$ cat src/rtl/gen_sink_pkg.sv
// Shared types and default widths for the generator sink/accumulator.
package gen_sink_pkg;

   typedef enum logic [1:0] {
      S_IDLE    = 2'd0,
      S_START   = 2'd1,
      S_COLLECT = 2'd2,
      S_DONE    = 2'd3
   } state_t;

   localparam int DEF_ACC_W   = 48;
   localparam int DEF_CNT_W   = 16;
   localparam int DEF_TIMEOUT = 1024;
   localparam int DATA_W      = 32;

endpackage

$ cat src/rtl/gen_sink_stats.sv
// Sample statistics datapath: wrapping signed sum, saturating count, min/max and sticky overflow.
module gen_sink_stats
   import gen_sink_pkg::*;
#(
   parameter int ACC_W = DEF_ACC_W,
   parameter int CNT_W = DEF_CNT_W
) (
   input  logic                     clk_i,
   input  logic                     rst_ni,
   input  logic                     clear_i,
   input  logic                     xfer_i,
   input  logic signed [DATA_W-1:0] data_i,
   output logic signed [ACC_W-1:0]  sum_o,
   output logic        [CNT_W-1:0]  count_o,
   output logic signed [DATA_W-1:0] min_o,
   output logic signed [DATA_W-1:0] max_o,
   output logic                     ovf_o
);

   // One bit wider than either operand so the exact sum is always representable.
   localparam int EXT_W = ((ACC_W > DATA_W) ? ACC_W : DATA_W) + 1;

   logic signed [ACC_W-1:0]  sum_q, sum_d;
   logic        [CNT_W-1:0]  count_q;
   logic signed [DATA_W-1:0] min_q, max_q;
   logic                     ovf_q;
   logic signed [EXT_W-1:0]  full_sum;
   logic                     sum_ovf, cnt_sat, first;

   always_comb begin
      full_sum = EXT_W'(sum_q) + EXT_W'(data_i);
      sum_d    = full_sum[ACC_W-1:0];
      sum_ovf  = (EXT_W'(sum_d) != full_sum);
      cnt_sat  = &count_q;
      first    = (count_q == '0);
   end

   always_ff @(posedge clk_i or negedge rst_ni) begin
      if (!rst_ni) begin
         sum_q   <= '0;
         count_q <= '0;
         min_q   <= '0;
         max_q   <= '0;
         ovf_q   <= 1'b0;
      end else if (clear_i) begin
         sum_q   <= '0;
         count_q <= '0;
         min_q   <= '0;
         max_q   <= '0;
         ovf_q   <= 1'b0;
      end else if (xfer_i) begin
         sum_q <= sum_d;
         if (!cnt_sat) count_q <= count_q + CNT_W'(1);
         if (first || data_i < min_q) min_q <= data_i;
         if (first || data_i > max_q) max_q <= data_i;
         ovf_q <= ovf_q | sum_ovf | cnt_sat;
      end
   end

   assign sum_o   = sum_q;
   assign count_o = count_q;
   assign min_o   = min_q;
   assign max_o   = max_q;
   assign ovf_o   = ovf_q;

endmodule

$ cat src/rtl/gen_sink_accum.sv
// Caller end of a generator ready/valid stream: runs a collection, accumulates stats, aborts on idle timeout.
// Optional GEN_SINK_THROTTLE_EN toggles gen__ready every COLLECT cycle to exercise back-pressure.
module gen_sink_accum
   import gen_sink_pkg::*;
#(
   parameter int ACC_W   = DEF_ACC_W,
   parameter int CNT_W   = DEF_CNT_W,
   parameter int TIMEOUT = DEF_TIMEOUT
) (
   input  logic                     _clock,
   input  logic                     _reset_n,
   input  logic                     _start,
   output logic                     gen__start,
   output logic                     gen__ready,
   input  logic                     gen__valid,
   input  logic                     gen__done,
   input  logic signed [DATA_W-1:0] gen_0,
   output logic                     _busy,
   output logic                     _done,
   output logic signed [ACC_W-1:0]  sum,
   output logic        [CNT_W-1:0]  count,
   output logic signed [DATA_W-1:0] min_v,
   output logic signed [DATA_W-1:0] max_v,
   output logic                     ovf,
   output logic                     timeout
);

   localparam int IDLE_W = (TIMEOUT > 1) ? $clog2(TIMEOUT + 1) : 1;

   state_t            state_q, state_d;
   logic              start_q, ready_q, ready_d, busy_q, done_q, timeout_q;
   logic [IDLE_W-1:0] idle_q;
   logic              clear, xfer, timeout_hit;

   assign clear       = (state_q == S_IDLE) && _start;
   assign xfer        = (state_q == S_COLLECT) && gen__valid && ready_q;
   assign timeout_hit = (TIMEOUT > 0) && !xfer && (idle_q == IDLE_W'(TIMEOUT - 1));

   always_comb begin
      state_d = state_q;
      case (state_q)
         S_IDLE:    if (_start) state_d = S_START;
         S_START:   state_d = S_COLLECT;
         S_COLLECT: if (gen__done || timeout_hit) state_d = S_DONE;
         S_DONE:    state_d = S_IDLE;
         default:   state_d = S_IDLE;
      endcase
   end

   always_comb begin
`ifdef GEN_SINK_THROTTLE_EN
      // First COLLECT cycle is ready, then alternate.
      ready_d = (state_d == S_COLLECT) && !((state_q == S_COLLECT) && ready_q);
`else
      ready_d = (state_d == S_COLLECT);
`endif
   end

   // Outputs are registered from the next state so they line up with it.
   always_ff @(posedge _clock or negedge _reset_n) begin
      if (!_reset_n) begin
         state_q   <= S_IDLE;
         start_q   <= 1'b0;
         ready_q   <= 1'b0;
         busy_q    <= 1'b0;
         done_q    <= 1'b0;
         timeout_q <= 1'b0;
         idle_q    <= '0;
      end else begin
         state_q <= state_d;
         start_q <= (state_d == S_START);
         ready_q <= ready_d;
         busy_q  <= (state_d != S_IDLE);
         done_q  <= (state_d == S_DONE);
         if (state_q == S_COLLECT && !xfer && TIMEOUT > 0) idle_q <= idle_q + IDLE_W'(1);
         else idle_q <= '0;
         if (clear) timeout_q <= 1'b0;
         else if (state_q == S_COLLECT && timeout_hit) timeout_q <= 1'b1;
      end
   end

   gen_sink_stats #(
      .ACC_W(ACC_W),
      .CNT_W(CNT_W)
   ) u_stats (
      .clk_i  (_clock),
      .rst_ni (_reset_n),
      .clear_i(clear),
      .xfer_i (xfer),
      .data_i (gen_0),
      .sum_o  (sum),
      .count_o(count),
      .min_o  (min_v),
      .max_o  (max_v),
      .ovf_o  (ovf)
   );

   assign gen__start = start_q;
   assign gen__ready = ready_q;
   assign _busy      = busy_q;
   assign _done      = done_q;
   assign timeout    = timeout_q;

endmodule

$ cat config.mk
export PLATFORM = sky130hd
export DESIGN_NAME = gen_sink_accum
export DESIGN_NICKNAME = d
export VERILOG_FILES = /design/src/rtl/gen_sink_pkg.sv /design/src/rtl/gen_sink_stats.sv /design/src/rtl/gen_sink_accum.sv
export SDC_FILE = /design/constraint.sdc
export NUM_CORES = 1
export LEC_CHECK = 0
export CAP_MARGIN = 20
export CORE_AREA = 3 3 163 165
export CTS_BUF_LIST = sky130_fd_sc_hd__clkbuf_4 sky130_fd_sc_hd__clkbuf_8
export DETAILED_ROUTE_END_ITERATION = 10
export DIE_AREA = 0 0 166 168
export HOLD_SLACK_MARGIN = 0.12
export PLACE_DENSITY = 0.76
export SLEW_MARGIN = 5
export SYNTH_ARGS = -nofsm -noshare
export SYNTH_HDL_FRONTEND = slang
export SYNTH_HIERARCHICAL = 1
export SYNTH_SLANG_ARGS = --single-unit
$ cat constraint.sdc
create_clock -name _clock -period 3.24 [get_ports _clock]
set_clock_uncertainty 0.2 [all_clocks]
set_input_delay 0.486 -clock _clock [delete_from_list [all_inputs] [get_ports _clock]]
set_output_delay 0.486 -clock _clock [all_outputs]
set_load 0.01 [all_outputs]
# Word-level counts from Yosys, hierarchy flattened
# Index checks and enable logic that the tools add are counted.
# word_totals
inputBits	37
ram_bits	0
elab_cells	68
register_bits	147
out_inout_bits	134
mem_count	0
latchBits	0
mem_bits_ro	0
# classes
bitwise_logic	2
div_mod_pow	0
n_addsub	3
mux	19
n_reduce_logical	21
eq_ne	9
magnitude_cmp	2
multipliers	0
shift	0
# op_table
cell	n
two-way mux 32 bit	6
two-way mux 48 bit	2
adder 48 x 32 -> 49 bit	1
two-way mux 16 bit	3
> comparator 32 bit	1
< comparator 32 bit	1
adder 16 x 1 -> 16 bit, second input constant	1
zero test 16 bit	1
AND reduction 16 bit	1
adder 11 x 1 -> 11 bit, second input constant	1
== test 11 x 10 -> 1 bit, second input constant	1
two-way mux 11 bit	1
nonzero test 2 bit	5
== test 2 bit, second input constant	4
case mux 2 bit (4 select lines)	1
logical AND 1 bit	6
AND reduction 2 bit	3
== test 2 x 1 -> 1 bit, second input constant	2
two-way mux 1 bit	4
two-way mux 2 bit	2
logical OR 1 bit	3
zero test 2 bit	1
!= test 2 bit, second input constant	1
bitwise OR 1 bit	2
2 further kinds	2

# Longest topological paths before layout
# logic_depth
ltp_word	9
depth_mapped	13
ltp_nobuf	12

# Modules after synthesis
# Netlist, hierarchy kept.
# by_module_without_submodules
module	area_per_inst_um2	cells_per_inst	n_inst	seq_area_each_um2
gen_sink_stats	9250.1	970	1	3228.1
gen_sink_accum	859.6	83	1	450.4

# Least setup slack after synthesis
# Ideal clock, no wire load.
# synth_path
path_type	input-to-reg
start	in gen_0[0]
end	reg u_stats.sum_q[46] (netlist: u_stats/sum_o[46])
path_buffers	0
setup_time_ns	0.069
t_arrival_ns	2.993
stages	12
setup_slack_ns	-0.022
cell_sequence	ha_1 -> fa_1 -> a211o_2 -> a21oi_2 -> or4_4 -> a21o_1 -> a21oi_4 -> a21oi_2 -> o21ai_4 -> a41oi_1 -> or4b_1 -> nand3_1
# synth_via
elab_chain_len	3
# synth_lines
element	line_no	rtl
start: declaration	gen_sink_accum.sv:17	input logic signed [DATA_W-1:0] gen_0,
adder 48 x 32 -> 49 bit	gen_sink_stats.sv:31	full_sum = EXT_W'(sum_q) + EXT_W'(data_i);
two-way mux 48 bit	gen_sink_stats.sv:51	end else if (xfer_i) begin
two-way mux 48 bit	gen_sink_stats.sv:45	end else if (clear_i) begin
end signal: assignment	gen_sink_stats.sv:52	sum_q <= sum_d;
end: declaration	gen_sink_stats.sv:23	logic signed [ACC_W-1:0] sum_q, sum_d;
# No other way between the ends. The select of a mux whose other input is x is not followed.
# A chain may end at the register's enable or synchronous reset.

# Final worst setup path
# layout_path
start	reg u_stats.sum_q[1] (netlist: u_stats/sum_o[1])
end	reg u_stats.ovf_q (netlist: u_stats/ovf_o)
# layout_via
elab_chain_len	6
# layout_lines
element	line_no	rtl
adder 48 x 32 -> 49 bit	gen_sink_stats.sv:31	
!= test 1 bit	gen_sink_stats.sv:33	sum_ovf = (EXT_W'(sum_d) != full_sum);
bitwise OR 1 bit (2 in series)	gen_sink_stats.sv:56	ovf_q <= ovf_q | sum_ovf | cnt_sat;
two-way mux 1 bit	gen_sink_stats.sv:51	
two-way mux 1 bit	gen_sink_stats.sv:45	
end signal: assignment	gen_sink_stats.sv:56	
end: declaration	gen_sink_stats.sv:26	logic ovf_q;
# No other way between the ends. The select of a mux whose other input is x is not followed.

==> reports/metrics.csv <==
stage,metric,value,unit
status,status,finished clean,
synth,"FFs w/ async S/R, synth",100.0,%
setup_path,crit path from,u_stats/sum_o[1]$_DFFE_PN0P_,
placed_design,GP Congestion,0.8962,
grt,initial antenna violation count,0,
setup_path,Levels on crit path,11,
setup_path,slowest CP cell,or4_4,
setup_path,worst path cell trace,ha_4 > a211oi_4 > or4_4 > a211oi_4 > o211ai_1 > nand2_1 > a21oi_2 > o21ai_2 > a311o_1 > nor3_1 > a2111oi_1,
setup_path,Worst Setup EP,u_stats/ovf_o$_DFFE_PN0P_,
detailed_routing,Avg WL per Cell,17.84,um
cts,CTS root buf,clkbuf_8,
setup_path,CP Launch Type,flop,
setup_path,critical path data required time,3.37,ns
detailed_routing,DRT iter0 DRCs,882,
die,die width,166,um
synth,Main synth FF type,dfrtp_1,
cts,CTS tree,done,
setup_path,R2R Path Start,u_stats/sum_o[1]$_DFFE_PN0P_,
detailed_routing,Final ANT Viol Nets,0,
grt,pin count of the biggest net entering global routing,69,
detailed_routing,vias,9897,
synth,register area share after synthesis,36.39,%
die,Core ar.,25180,sq um
cells_and_area,ANT cells,0,
setup_path,Critical Path Sink Type,flop,
die,Ports,171,
setup_path,Reg-to-Reg End,u_stats/ovf_o$_DFFE_PN0P_,
placed_design,Inst Count DP,1736,
synth,library cells used by synthesis,72,
placed_design,Final HPWL DP,23490,um
power_and_ir_drop,total power,12.54,mW
sta,max_slew headroom,54.57,%
detailed_routing,via/cell ratio,5.548,
cells_and_area,fraction of layout cells with a size suffix above 1,22.83,%
die,Die ar.,27890,sq um
power_and_ir_drop,clock share of power,12.3,%
power_and_ir_drop,Pwr Density,852.7,nW/um^2
sta,Worst Max-Slew Pin Slew,0.6814,ns
die,Initial Util,40.15,%
power_and_ir_drop,Comb pwr share,62.8,%
detailed_routing,drt first pass iters,8,
power_and_ir_drop,cell leakage power,6.771,nW
die,die height,168,um
synth,Synthesis Warnings,6,
sta,final setup fails,0,
sta,min Tclk post-route,3.191,ns
run,Max Cap Viol,0,
sta,max-slew violation count,0,
sta,RSZ-0062 raised after global routing,yes,
detailed_routing,final wirelength,31830,um
detailed_routing,DRC Markers,0,
setup_path,WP buf/inv,0,
cts,worst-skew pair later-pin latency,0.46,ns
synth,synthesized instance count,1053,
die,row count,58,
power_and_ir_drop,sequential power share,24.9,%
power_and_ir_drop,Pint,7.377,mW
setup_path,reg2reg setup slack,0.05,ns
sta,Final Cycle Share,98.47,%
cts,deepest clock path buffer count,2,
grt,vias in the first global route,10074,
placed_design,IO buf count,170,
grt,total gr overflow,0,
power_and_ir_drop,NetSw,5.161,mW
power_and_ir_drop,worst vdd ir,547.3,uV
power_and_ir_drop,switching share of power,41.16,%
setup_path,Top delay family on crit path,compound AO/OA/AOI/OAI gates,
synth,post-synthesis net count,1208,
synth,Mapped Area,10110,sq um
cts,H-tree levels,4,
sta,f_max,313.4,MHz
cells_and_area,final std cells w/o fill,1784,
setup_path,R2R cell count,11,
synth,Mean Syn Cell Area,9.601,sq um
cts,clock sink total,147,
setup_path,most frequent CP cell,a211oi_4,
setup_path,WP data arrival,3.32,ns
cts,total CTS buffers,17,
cells_and_area,Final Net Count,1596,
cells_and_area,Area Overhead vs Synth,45.45,%
setup_path,CP peak stage delay,0.55,ns
synth,"EDFF count, synth",0,
worst_hold_path,Min-Delay Path Class,flop to flop,
grt,first-pass GRT wire length,51440,um
setup_path,crit path max fanout,3,
synth,Seq cells post-synth,147,
cts,"Reg clk slew, reported paths",0.09,ns
grt,gr usage total,22.36,%
sta,final hold vios,0,
setup_path,CP Class,flop to flop,
==> state kept, by name, indices dropped and copies added, names as in the netlist <==
register         flops
u_stats/sum_o       48
gen__ready           1
u_stats/max_o       32
timeout              1
_done                1
u_stats/count_o     16
u_stats/ovf_o        1
u_stats/min_o       32
state_q              2
idle_q              11
_busy                1
gen__start           1
==> worst min path at each step <==
stage	startpoint	cells after the start	slack, ns	end
global route	gen_0[30]	2	0.32	u_stats/min_o[30]$_DFFE_PN0P_
global placement	idle_q[0]$_DFF_PN0_	1	0.27	idle_q[0]$_DFF_PN0_
detailed placement	idle_q[0]$_DFF_PN0_	1	0.28	idle_q[0]$_DFF_PN0_
CTS	idle_q[0]$_DFF_PN0_	1	0.29	idle_q[0]$_DFF_PN0_
finish	idle_q[0]$_DFF_PN0_	1	0.29	idle_q[0]$_DFF_PN0_
floorplan	_reset_n	0	-0.01	_busy$_DFF_PN0_
==> power groups by stage <==
stage	registers, mW	clock network [mW]	logic (mW)
after floorplan	3.30	0	3.58
after global placement	3.11	0	7.30
after detailed placement	3.14	0	7.48
after CTS	3.12	1.58	7.67
after global routing	3.22	1.66	8.59
final	3.12	1.54	7.87
==> cells by family after synthesis <==
group / count (synthesis) / share of synthesized area (%)
buf+inv: 130 / 4.839
simple gates: 250 / 12.64
fa+ha+maj: 118 / 14.68
flops: 147 / 36.39
compound gates: 313 / 22.81
mux: 34 / 3.366
xor+xnor: 61 / 5.285
==> synth_stat cells (all sizes together), types with 8 or more instances <==
master | n | share of area, %
nand3 | 17 | 0.84
inv | 84 | 3.1
a211oi | 16 | 1.2
o211ai | 8 | 0.59
a32o | 64 | 6.3
o21ai | 42 | 2.2
a22o | 10 | 0.87
nand4 | 27 | 1.8
clkbuf | 43 | 1.6
a21o | 53 | 3.9
dfrtp | 147 | 36
xnor2 | 31 | 2.7
nor2 | 81 | 3.0
mux2i | 34 | 3.4
and2 | 8 | 0.50
a21oi | 71 | 3.7
o21a | 9 | 0.67
nor3 | 13 | 0.64
xor2 | 30 | 2.6
nand2 | 44 | 1.6
ha | 117 | 14
nor2b | 8 | 0.50
==> area by class of cell <==
| type | instances | area, sq um |
|---|---|---|
| flip-flops and latches | 147 | 3679 |
| well taps | 330 | 412.9 |
| clock buffers | 18 | 247.7 |
| repair buffers | 415 | 3600 |
| inverters | 84 | 315.3 |
| fillers | 2072 | 10480 |
| multi-input cells | 776 | 6284 |
| clock inverters | 14 | 166.4 |
==> timing repair <==
action,in CTS,in global routing
cloned,0,0
setup endpoints to repair,46,46
endpoints found under the hold margin,66,0
resized for setup,46,26
hold buffers,1,0
buffers inserted,9,7
pin swaps,24,27
==> layer usage <==
layer	vias to the layer above	GRT usage, %	routed length (um)
li1	4696	-	-
met1	4816	28.56	13740
met2	334	38.30	15400
met3	51	5.142	2066
met4	0	6.112	622
met5	-	0	0
==> cells in the final DEF (no fill, tap or decap), types with 4 or more instances in the layout <==
master,n
clkbuf_8,18
or2_2,4
buf_12,5
nand3_1,16
dfrtp_1,147
nand4_1,25
o21ai_2,4
ha_4,12
a21o_1,53
buf_4,235
ha_1,104
or3_1,4
a211oi_1,13
nor2_1,81
dlygate4sd2_1,20
o21a_1,9
inv_6,5
and3_1,4
nor2b_1,7
nand2_1,43
a21oi_2,4
nand2b_1,7
o31ai_1,4
xnor2_1,31
clkdlybuf4s50_1,148
buf_6,5
nor3_1,13
inv_1,83
a32o_1,64
a22o_1,10
and2_1,8
or4_1,4
mux2i_1,34
a21oi_1,64
xor2_1,30
o211ai_1,8
o21ai_0,30
o21ai_1,7
nor4_1,7
==> through the flow <==
step	hold WS [ns]	util, %	worst slack, ns	setup TNS, ns	cell area [sq um]
detailed placement	0.2773	55.20	-0.8019	-47.22	13900
floorplan	-0.009591	-	0.02356	0	10140
global placement	0.2738	55.20	-0.7226	-42.42	13900
CTS	0.2901	57.70	-0.005314	-0.005314	14530
finish	0.2866	58.39	0.04949	0	14700
global route	0.3213	58.39	-0.08059	-0.1105	14700
Power figures use the tool's default switching activity.
